## src/rtl/if_fetch_stage.sv

```systemverilog
// ---------------------------------------------------------------------------
// if_fetch_stage
//
// Instruction-fetch stage that sits directly in front of a combinational
// instruction memory. It owns the PC, presents it as the memory address, and
// captures the returned word into the IF/ID register. It handles decode
// back-pressure, hazard stalls, branch/jump redirects (with flush), and halt
// on a syscall word.
//
// Handshake (IF/ID output): a transfer happens on a rising edge where
// out_valid && out_ready. While out_valid is high and out_ready is low,
// out_instr and out_pc stay stable. out_valid never depends on out_ready
// combinationally.
//
// Ports:
//   clk            in   1   clock, rising edge
//   rst_n          in   1   asynchronous active-low reset
//   im_addr        out  32  instruction memory address (= pc)
//   im_data        in   32  instruction word for im_addr, same cycle
//   stall          in   1   hazard stall: no new fetch this cycle
//   redirect_valid in   1   taken branch/jump: load redirect_pc, flush IF/ID
//   redirect_pc    in   32  redirect target byte address
//   out_valid      out  1   IF/ID holds a valid instruction
//   out_ready      in   1   decode accepts IF/ID contents this cycle
//   out_instr      out  32  fetched instruction
//   out_pc         out  32  byte address of out_instr
//   halted         out  1   high while in S_HALT
//   fetch_cnt      out  16  instructions fetched into IF/ID, wraps at 2^16
// ---------------------------------------------------------------------------
module if_fetch_stage #(
    parameter logic [31:0] RESET_PC  = 32'h0000_0000,
    parameter logic [31:0] PC_STEP   = 32'd8,
    parameter logic [31:0] HALT_WORD = 32'h0000_000C
) (
    input  logic        clk,
    input  logic        rst_n,
    output logic [31:0] im_addr,
    input  logic [31:0] im_data,
    input  logic        stall,
    input  logic        redirect_valid,
    input  logic [31:0] redirect_pc,
    output logic        out_valid,
    input  logic        out_ready,
    output logic [31:0] out_instr,
    output logic [31:0] out_pc,
    output logic        halted,
    output logic [15:0] fetch_cnt
);

    typedef enum logic [1:0] {
        S_BOOT = 2'd0,
        S_RUN  = 2'd1,
        S_HALT = 2'd2
    } state_e;

    state_e      state_q, state_d;
    logic [31:0] pc_q, pc_d;
    logic        out_valid_q, out_valid_d;
    logic [31:0] out_instr_q, out_instr_d;
    logic [31:0] out_pc_q, out_pc_d;
    logic [15:0] fetch_cnt_q, fetch_cnt_d;
    logic        fetch_en;

    // A fetch needs the RUN state, no stall, no redirect, and room in IF/ID
    // (empty, or being drained by decode this same cycle).
    assign fetch_en = (state_q == S_RUN) && !stall && !redirect_valid &&
                      (!out_valid_q || out_ready);

    // ------------------------------------------------------------------
    // State register
    // ------------------------------------------------------------------
    always_ff @(posedge clk or negedge rst_n) begin
        if (!rst_n) begin
            state_q <= S_BOOT;
        end else begin
            state_q <= state_d;
        end
    end

    // ------------------------------------------------------------------
    // Next-state logic
    // ------------------------------------------------------------------
    always_comb begin
        state_d = state_q;
        unique case (state_q)
            S_BOOT: state_d = S_RUN;
            S_RUN: begin
                if (redirect_valid) begin
                    state_d = S_RUN;
                end else if (fetch_en && (im_data == HALT_WORD)) begin
                    state_d = S_HALT;
                end
            end
            S_HALT: begin
                if (redirect_valid) begin
                    state_d = S_RUN;
                end
            end
            default: state_d = S_BOOT;
        endcase
    end

    // ------------------------------------------------------------------
    // PC and IF/ID register next values
    // ------------------------------------------------------------------
    always_comb begin
        pc_d        = pc_q;
        out_valid_d = out_valid_q;
        out_instr_d = out_instr_q;
        out_pc_d    = out_pc_q;
        fetch_cnt_d = fetch_cnt_q;

        if (redirect_valid) begin
            // Flush wins over everything, in every state. The discarded
            // instruction stays counted in fetch_cnt.
            pc_d        = redirect_pc;
            out_valid_d = 1'b0;
        end else if (fetch_en) begin
            out_instr_d = im_data;
            out_pc_d    = pc_q;
            out_valid_d = 1'b1;
            pc_d        = pc_q + PC_STEP;
            fetch_cnt_d = fetch_cnt_q + 16'd1;
        end else if (out_valid_q && out_ready) begin
            out_valid_d = 1'b0;
        end
    end

    always_ff @(posedge clk or negedge rst_n) begin
        if (!rst_n) begin
            pc_q        <= RESET_PC;
            out_valid_q <= 1'b0;
            out_instr_q <= 32'h0;
            out_pc_q    <= 32'h0;
            fetch_cnt_q <= 16'h0;
        end else begin
            pc_q        <= pc_d;
            out_valid_q <= out_valid_d;
            out_instr_q <= out_instr_d;
            out_pc_q    <= out_pc_d;
            fetch_cnt_q <= fetch_cnt_d;
        end
    end

    assign im_addr   = pc_q;
    assign out_valid = out_valid_q;
    assign out_instr = out_instr_q;
    assign out_pc    = out_pc_q;
    assign fetch_cnt = fetch_cnt_q;
    assign halted    = (state_q == S_HALT);

endmodule

```

## config.mk

```make
export PLATFORM = sky130hd
export DESIGN_NAME = if_fetch_stage
export DESIGN_NICKNAME = d
export VERILOG_FILES = /design/src/rtl/if_fetch_stage.sv
export SDC_FILE = /design/constraint.sdc
export NUM_CORES = 1
export LEC_CHECK = 0
export ABC_AREA = 1
export BUFFER_PORTS_ARGS = -buffer_cell sky130_fd_sc_hd__buf_2
export CELL_PAD_IN_SITES_DETAIL_PLACEMENT = 0
export CELL_PAD_IN_SITES_GLOBAL_PLACEMENT = 1
export CORE_ASPECT_RATIO = 0.6
export CORE_UTILIZATION = 36
export DETAILED_ROUTE_END_ITERATION = 8
export HOLD_SLACK_MARGIN = 0.1
export PLACE_DENSITY = 0.84
export RECOVER_POWER = 100
export SYNTH_ARGS = -nofsm -noshare
export SYNTH_HDL_FRONTEND = slang
export SYNTH_SLANG_ARGS = --single-unit
export TNS_END_PERCENT = 5
```

## constraint.sdc

```tcl
create_clock -name clk -period 1.55 [get_ports clk]
set_clock_uncertainty 0.05 [all_clocks]
set_input_delay 0.155 -clock clk [delete_from_list [all_inputs] [get_ports clk]]
set_output_delay 0.155 -clock clk [all_outputs]
set_load 0.05 [all_outputs]
```

==> metrics.md, run 1 <==
| Metric | Value |
|---|---|
| Clock insertion delay at the later pin of the skew report | 0.41 ns |
| Number of nets in the final layout | between 1k and 1.5k |
| Vias | 5755 |
| Total Negative Setup Slacks | 0 ns |
| Portion of the post-synthesis area used by sequential elements | 0.508 |
| Area of the placeable core | 15400 sq um |
| Peak ir drop on the vdd network | 671 uV |
| Endpoint required time on the critical path | between 1.5 and 2 ns |
| Count of nets left with antenna violations after detail routing | 0 |
| Post-synthesis register bit count | 115 |
| Critical Path Start | state_q[1] |
| Grt total ovfl | 0 |
| Capture instance of the worst register-to-register path | im_addr[21] |
| Max-slew violations | 0 |
| Number of buffers inserted by port buffering | 182 |
| Clk root buf | sky130_fd_sc_hd__clkbuf_16 |
| Worst Path Max Fanout | 18 |
| H-tree levels | 4 |
| Mean routed wirelength per cell | between 10 and 15 um |
| Launching point of the worst reg2reg path | state_q[1] |
| Net count after synthesis | 823 |
| Placement Setup Slack | 0.0490 ns |
| Pwr dens | between 1000 and 1500 nW/um^2 |
| Iteration-0 DRC count of the detailed router | roughly 420 |
| Reported max-cap violation count | 0 |
| Startpoint class of the critical path | flip-flop |
| Site Rows | 35 |
| End point of the most critical hold path | im_addr[21] |
| Fraction of final layout cells sized beyond drive strength 1 | 0.278 |
| Die Y-Extent | 99.2 um |
| Post-Layout Cell Count | approximately 1.2k |
| Leakage power | 4.27 nW |
| Worst min path class | in2reg |
| Post-placement cell area | ~7100 sq um |
| Maximum clock rate | 663 MHz |
| CTS tree | yes |
| Cell count after placement | 1140 |
| Area delta synth->final | 48.4% |
| I/O pins | roughly 180 |
| Area of all placed cells without fillers | about 8400 sq um |
| Crit. End Element | flip-flop |
| Startpoint of the most critical hold path | redirect_pc[21] |
| Final setup violation count | 0 |
| Hold Worst Slack | 0.125 ns |
| Final critical-path required period | around 1.5 ns |
| Number of library cell types mapped by synthesis | 26 |
| Maximum number of pins on one net before global-route repair | 79 |
| Number of cells on the worst hold path | 4 |
| Die area | 16300 sq um |
| First-pass DRT Iterations | 5 |
| DRC violation count after routing | 0 |
| Number of global-route vias before repair | 5601 |
| Synthesized area | between 5000 and 6000 sq um |
| Worst Reg-to-Reg Cells | 6 |
| Worst-path clk slew | 0.05 ns |
| Number of standard cells after synthesis | around 750 |
| Crit Path Class | reg2reg |
| Syn_area_per_cell | 7.53 sq um |
| Num CTS Buffers | 17 |
| Met3 routing resource usage after global routing | 0.0588 |
| DP HPWL | 12900 um |
| Routed vias/inst | 4.64 |
| Slew at the pin with the worst max-slew slack | about 0.85 ns |
| Global-route wire length before repair | 29400 um |
| Total track usage | 0.234 |
| Sum of routed wire length over all layers | around 18000 um |
| Slack of the critical path | 0.0413 ns |
| M1 GR Usage | 0.361 |
| Clk sink count | 115 |
| Unrepaired setup endpoints after global routing | true |
| Highest-utilization routing layer at the global route stage | met1 |
| Number of antenna violations at the first check in global routing | 1 |
| Slack of the worst reg-to-reg path | slightly above 0.04 ns |
| Status | finished, final reports clean |
| Maximum buffer depth of the clock tree | 2 |
| Final Hold Fails | 0 |
| Met2 track utilization from global routing | 0.329 |
| Yosys warnings | 0 |
| Initial Utilization | 0.368 |
| Share of the cycle needed by the critical path after routing | 0.973 |
| Data arrival, critical path | 1.73 ns |
| Final Wtd Congestion | 0.856 |
| DIE WIDTH | approximately 160 um |
| Worst relative slew slack | 0.432 |
## sequential cells by signal (all words and copies together), names as in the netlist
register	count
out_instr	32
fetch_cnt	16
out_valid	1
out_pc	32
im_addr	32
state_q	2
## per-layer routing
layer,part of all wire,vias up
met4,0.0038,0
met5,0,-
met1,0.53,2647
met3,0.070,5
met2,0.40,191
li1,-,2912
## where the power goes
part / switching, W / internal (W)
combinational: 0.00264 / 0.000920
sequential: 0.000407 / 0.00348
clock: 0.00144 / 0.00278
## logic make-up after synthesis
group / count (synthesis) / share of synthesized area
adders and majority gates: 2 / 0.00442
buffers and inverters: 93 / 0.0669
DFF: 115 / 0.508
xor gates and xnor gates: 17 / 0.0263
AOI/OAI and AO/OA: 71 / 0.0654
and+or+nand+nor: 454 / 0.329
## Yosys cell counts (all sizes together)
cell type	number	area share
xnor2	5	0.0077
nor2	86	0.061
o21ai	64	0.057
nand4	8	0.0088
clkbuf	11	0.0073
dfrtp	115	0.51
inv	65	0.043
nand3	50	0.046
ha	2	0.0044
o211ai	5	0.0066
nor3	3	0.0027
o21a	1	0.0013
buf	17	0.017
and2	1	0.0011
nand2	297	0.20
nand3b	9	0.012
xor2	12	0.019
a21oi	1	0.00088
## through the flow
step	util	power [W]
CTS	0.543	0.0117
global route	0.547	0.0122
floorplan	-	0.00625
finish	0.547	0.0117
global placement	0.460	0.00732
detailed placement	0.460	0.00733
## cells in the final DEF (no fill, tap or decap), types with 3 or more instances in the layout
cell type	instances
sky130_fd_sc_hd__nor2_4	8
sky130_fd_sc_hd__o21ai_1	7
sky130_fd_sc_hd__dfrtp_2	22
sky130_fd_sc_hd__buf_2	174
sky130_fd_sc_hd__xor2_1	12
sky130_fd_sc_hd__nor2_1	71
sky130_fd_sc_hd__clkbuf_16	17
sky130_fd_sc_hd__clkbuf_2	7
sky130_fd_sc_hd__xnor2_1	5
sky130_fd_sc_hd__inv_1	63
sky130_fd_sc_hd__nor2_2	7
sky130_fd_sc_hd__clkbuf_1	4
sky130_fd_sc_hd__o21ai_0	57
sky130_fd_sc_hd__bufinv_16	4
sky130_fd_sc_hd__nand4_1	8
sky130_fd_sc_hd__nand3b_1	9
sky130_fd_sc_hd__o211ai_1	5
sky130_fd_sc_hd__nand3_1	48
sky130_fd_sc_hd__buf_4	24
sky130_fd_sc_hd__clkinvlp_4	3
sky130_fd_sc_hd__dfrtp_1	93
sky130_fd_sc_hd__buf_12	4
sky130_fd_sc_hd__dlygate4sd3_1	65
sky130_fd_sc_hd__nand2_1	294
sky130_fd_sc_hd__nor3_1	3
sky130_fd_sc_hd__clkinv_4	5
## critical path, cell delays in order (launching register included)
cell	delay, ns
sky130_fd_sc_hd__dfrtp_1	0.39
sky130_fd_sc_hd__nor2_2	0.15
sky130_fd_sc_hd__nand3_4	0.18
sky130_fd_sc_hd__nand2_8	0.13
sky130_fd_sc_hd__buf_12	0.16
sky130_fd_sc_hd__o21ai_0	0.13
sky130_fd_sc_hd__nand3b_1	0.19
## area by class of cell
class | count | area [sq um]
Fill cell | 1479 | 6970
Timing Repair inverter | 1 | 7.51
Multi-Input combinational cell | 544 | 2500
Clock buffer | 20 | 457
Tap cell | 203 | 254
Clock inverter | 12 | 181
Sequential cell | 115 | 2910
Antenna cell | 1 | 2.50
Timing Repair Buffer | 279 | 1840
Inverter | 65 | 250
## timing repair
item                       4_1_cts  5_1_grt
hold buffers                    64        1
setup buffers                    0        1
hold endpoints to repair       179        1
setup endpoints to repair        0       32
gates resized for setup          0       20
## worst max-delay path by stage
stage,end,slack (ns)
after global placement,im_addr[13],0.08
after global routing,im_addr[24],-0.04
after floorplan,fetch_cnt[14],-0.01
after CTS,im_addr[21],0.03
after detailed placement,fetch_cnt[9],0.05
final,im_addr[21],0.04
No activity file was read; power rests on OpenSTA's default activity.
==> run 2, diff against run 1 <==
clock period = 1.7 ns   (was 1.55 ns; I/O delays follow)
==> run 2 against run 1 <==
Critical path depth up 2. Flip-flop and latch count is the same. Register-to-register slack gained 0.06 ns. Non-clock buffer count is 1 lower. Power is 16% lower. Clock power down 25%. First-iteration DRC count is 1.7% higher. Global-route usage barely moved. Critical endpoint is now im_addr[4]. Highest routed layer unchanged.
==> metrics.md, run 2 (synthesis gave the netlist of run 1 again) <==
| Metric | Value |
|---|---|
| Post-route total power | 0.00981 W (-16%) |
| Worst-path clk slew | 0.06 ns (about the same) |
| Clk sink count | 115 (unchanged) |
| Reported max-cap violation count | 0 (unchanged) |
| First-pass DRT Iterations | 5 (unchanged) |
| Number of global-route vias before repair | 5618 (+0.30%) |
| Share of the cycle needed by the critical path after routing | 0.947 |
| Final Hold Fails | 0 (unchanged) |
| CTS tree | yes |
| Endpoint required time on the critical path | 1.93 ns (+0.16 ns) |
| Worst Path Max Fanout | 9 (-9) |
| Post-CTS Setup Inserts | 0 (unchanged) |
| DP HPWL | 12800 um (-1.2%) |
| I/O pins | 183 (unchanged) |
| Startpoint class of the critical path | input port |
| Area of the placeable core | 15400 sq um (unchanged) |
| Clk root buf | sky130_fd_sc_hd__clkbuf_16 |
| Crit. End Element | flip-flop |
| Hold Worst Slack | 0.128 ns (+0.00326 ns) |
| Detailed-route wire length on metal 1 | 9410 um (-1.4%) |
| Area delta synth->final | 42.2% |
| Crit Path Class | in2reg |
| Vias | 5841 (+1.5%) |
| DRC violation count after routing | 0 (unchanged) |
| Fraction of final layout cells sized beyond drive strength 1 | 0.178 (-0.100) |
| Number of buffers inserted by port buffering | 182 (unchanged) |
| Die area | 16300 sq um (unchanged) |
| Iteration-0 DRC count of the detailed router | 428 (+1.7%) |
| Worst Reg-to-Reg Cells | 8 (+2) |
| Final setup violation count | 0 (unchanged) |
| Slack of the critical path | 0.0905 ns (+0.0492 ns) |
| Global-route wire length before repair | 29300 um (about the same) |
| Total Negative Setup Slacks | 0 ns (unchanged) |
| Mean routed wirelength per cell | 14.7 um (+0.34%) |
| Detail Route met3 WL | 1330 um (+5.6%) |
| Initial Utilization | 0.368 (unchanged) |
| Leakage power | 3.94 nW (-7.6%) |
| Critical Path Start | redirect_valid |
| Leading cell type in the layout, fill and taps excluded | sky130_fd_sc_hd__nand2_1 |
| Worst relative slew slack | 0.362 (-0.0701) |
| Slew at the pin with the worst max-slew slack | 0.957 ns (+0.105 ns) |
| Final critical-path required period | 1.61 ns |
| Pwr dens | 1220 nW/um^2 (-12%) |
| Number of nets in the final layout | 1093 (-0.091%) |
| N_diodes | 0 (-1) |
| Count of nets left with antenna violations after detail routing | 0 (unchanged) |
| Sum of routed wire length over all layers | 18200 um (+0.18%) |
| DIE WIDTH | 164 um (unchanged) |
| Maximum clock rate | 621 MHz |
| Unrepaired setup endpoints after global routing | true |
| Routed length on met2 | 7200 um (-0.73%) |
| Total track usage | 0.234 (about the same) |
| Capture instance of the worst register-to-register path | im_addr[27] |
| Maximum buffer depth of the clock tree | 2 (unchanged) |
| Grt total ovfl | 0 (unchanged) |
| Most frequent cells in the layout | sky130_fd_sc_hd__nand2_1, sky130_fd_sc_hd__dfrtp_1, sky130_fd_sc_hd__buf_2 |
| Placement Setup Slack | 0.101 ns (+0.0518 ns) |
| Num CTS Buffers | 17 (unchanged) |
| Highest routed layer | met4 |
| Final Wtd Congestion | 0.839 (-2.1%) |
| Data arrival, critical path | 1.84 ns (+0.11 ns) |
| Max-slew violations | 0 (unchanged) |
| Slack of the worst reg-to-reg path | 0.10 ns (+0.06 ns) |
| Final core utilization | 0.524 (-0.0230) |
| Routed vias/inst | 4.72 (+1.7%) |
| Site Rows | 35 (unchanged) |
| Launching point of the worst reg2reg path | im_addr[3] |
| Die Y-Extent | 99.2 um (unchanged) |
| H-tree levels | 4 (unchanged) |
| Peak ir drop on the vdd network | 587 uV (-12%) |
| Worst min path class | in2async |
| Status | finished, final reports clean |
| Number of antenna violations at the first check in global routing | 0 (-1) |
| Clock insertion delay at the later pin of the skew report | 0.41 ns (about the same) |
| Maximum number of pins on one net before global-route repair | 44 (-44%) |
run 2: changes by cell type in the layout (fill, tap and decap cells not counted), moves of 3 or more:
cell / delta
sky130_fd_sc_hd__buf_12: -3
sky130_fd_sc_hd__buf_2: -70
sky130_fd_sc_hd__buf_4: +3
sky130_fd_sc_hd__bufinv_16: -4
sky130_fd_sc_hd__clkbuf_1: +78
sky130_fd_sc_hd__clkbuf_2: -6
sky130_fd_sc_hd__clkinv_2: +5
sky130_fd_sc_hd__clkinv_4: -4
sky130_fd_sc_hd__dfrtp_1: +16
sky130_fd_sc_hd__dfrtp_2: -16
sky130_fd_sc_hd__nor2_1: +7
sky130_fd_sc_hd__nor2_4: -6
run 2: final cells by class:
class	instances	area [sq um]
timing repair buffer	278	1710
clock buffer	22	454
multi-input combinational	544	2430
fill	1555	7320
inverter	65	249
clock inverter	10	61.3
tap	203	254
sequential	115	2890
timing repair inverter	1	7.51
run 2: critical path, stage by stage:
cell and delay [ns]:
sky130_fd_sc_hd__dlygate4sd3_1 0.56, sky130_fd_sc_hd__clkbuf_1 0.14, sky130_fd_sc_hd__nor2_2 0.18, sky130_fd_sc_hd__nand3_4 0.15, sky130_fd_sc_hd__nand2_4 0.19, sky130_fd_sc_hd__buf_4 0.21
sky130_fd_sc_hd__buf_4 0.14, sky130_fd_sc_hd__o211ai_1 0.08
run 2: how the worst max path moves through the flow:
stage	cells after the start	endpoint
after global routing	8	im_addr[29]
after detailed placement	8	im_addr[21]
final	8	im_addr[4]
after global placement	8	im_addr[27]
after floorplan	8	im_addr[22]
after CTS	8	im_addr[12]
run 2: report_power, final:
part	switching [W]	internal (W)	total, W
Sequential	0.000379	0.00316	0.00354
Clock	0.00129	0.00188	0.00317
Combinational	0.00236	0.000732	0.00310
run 2: per-layer routing:
metal  vias up  global-route usage
li1       2891                   -
met1      2732               0.354
met2       200               0.323
met3        18              0.0659
met4         0              0.0648
met5         -                   0
run 2: stage by stage:
stage,std cells,instance area (sq um)
CTS,1237,8150
global placement,1139,6970
floorplan,752,5670
finish,1238,8050
global route,1238,8050
detailed placement,1139,6970
run 2: what timing repair did:
| item | CTS | global route |
|---|---|---|
| gates resized for setup | 0 | 10 |
| setup endpoints to repair | 0 | 22 |
| hold buffers | 66 | 0 |
| endpoints found under the hold margin | 180 | 0 |
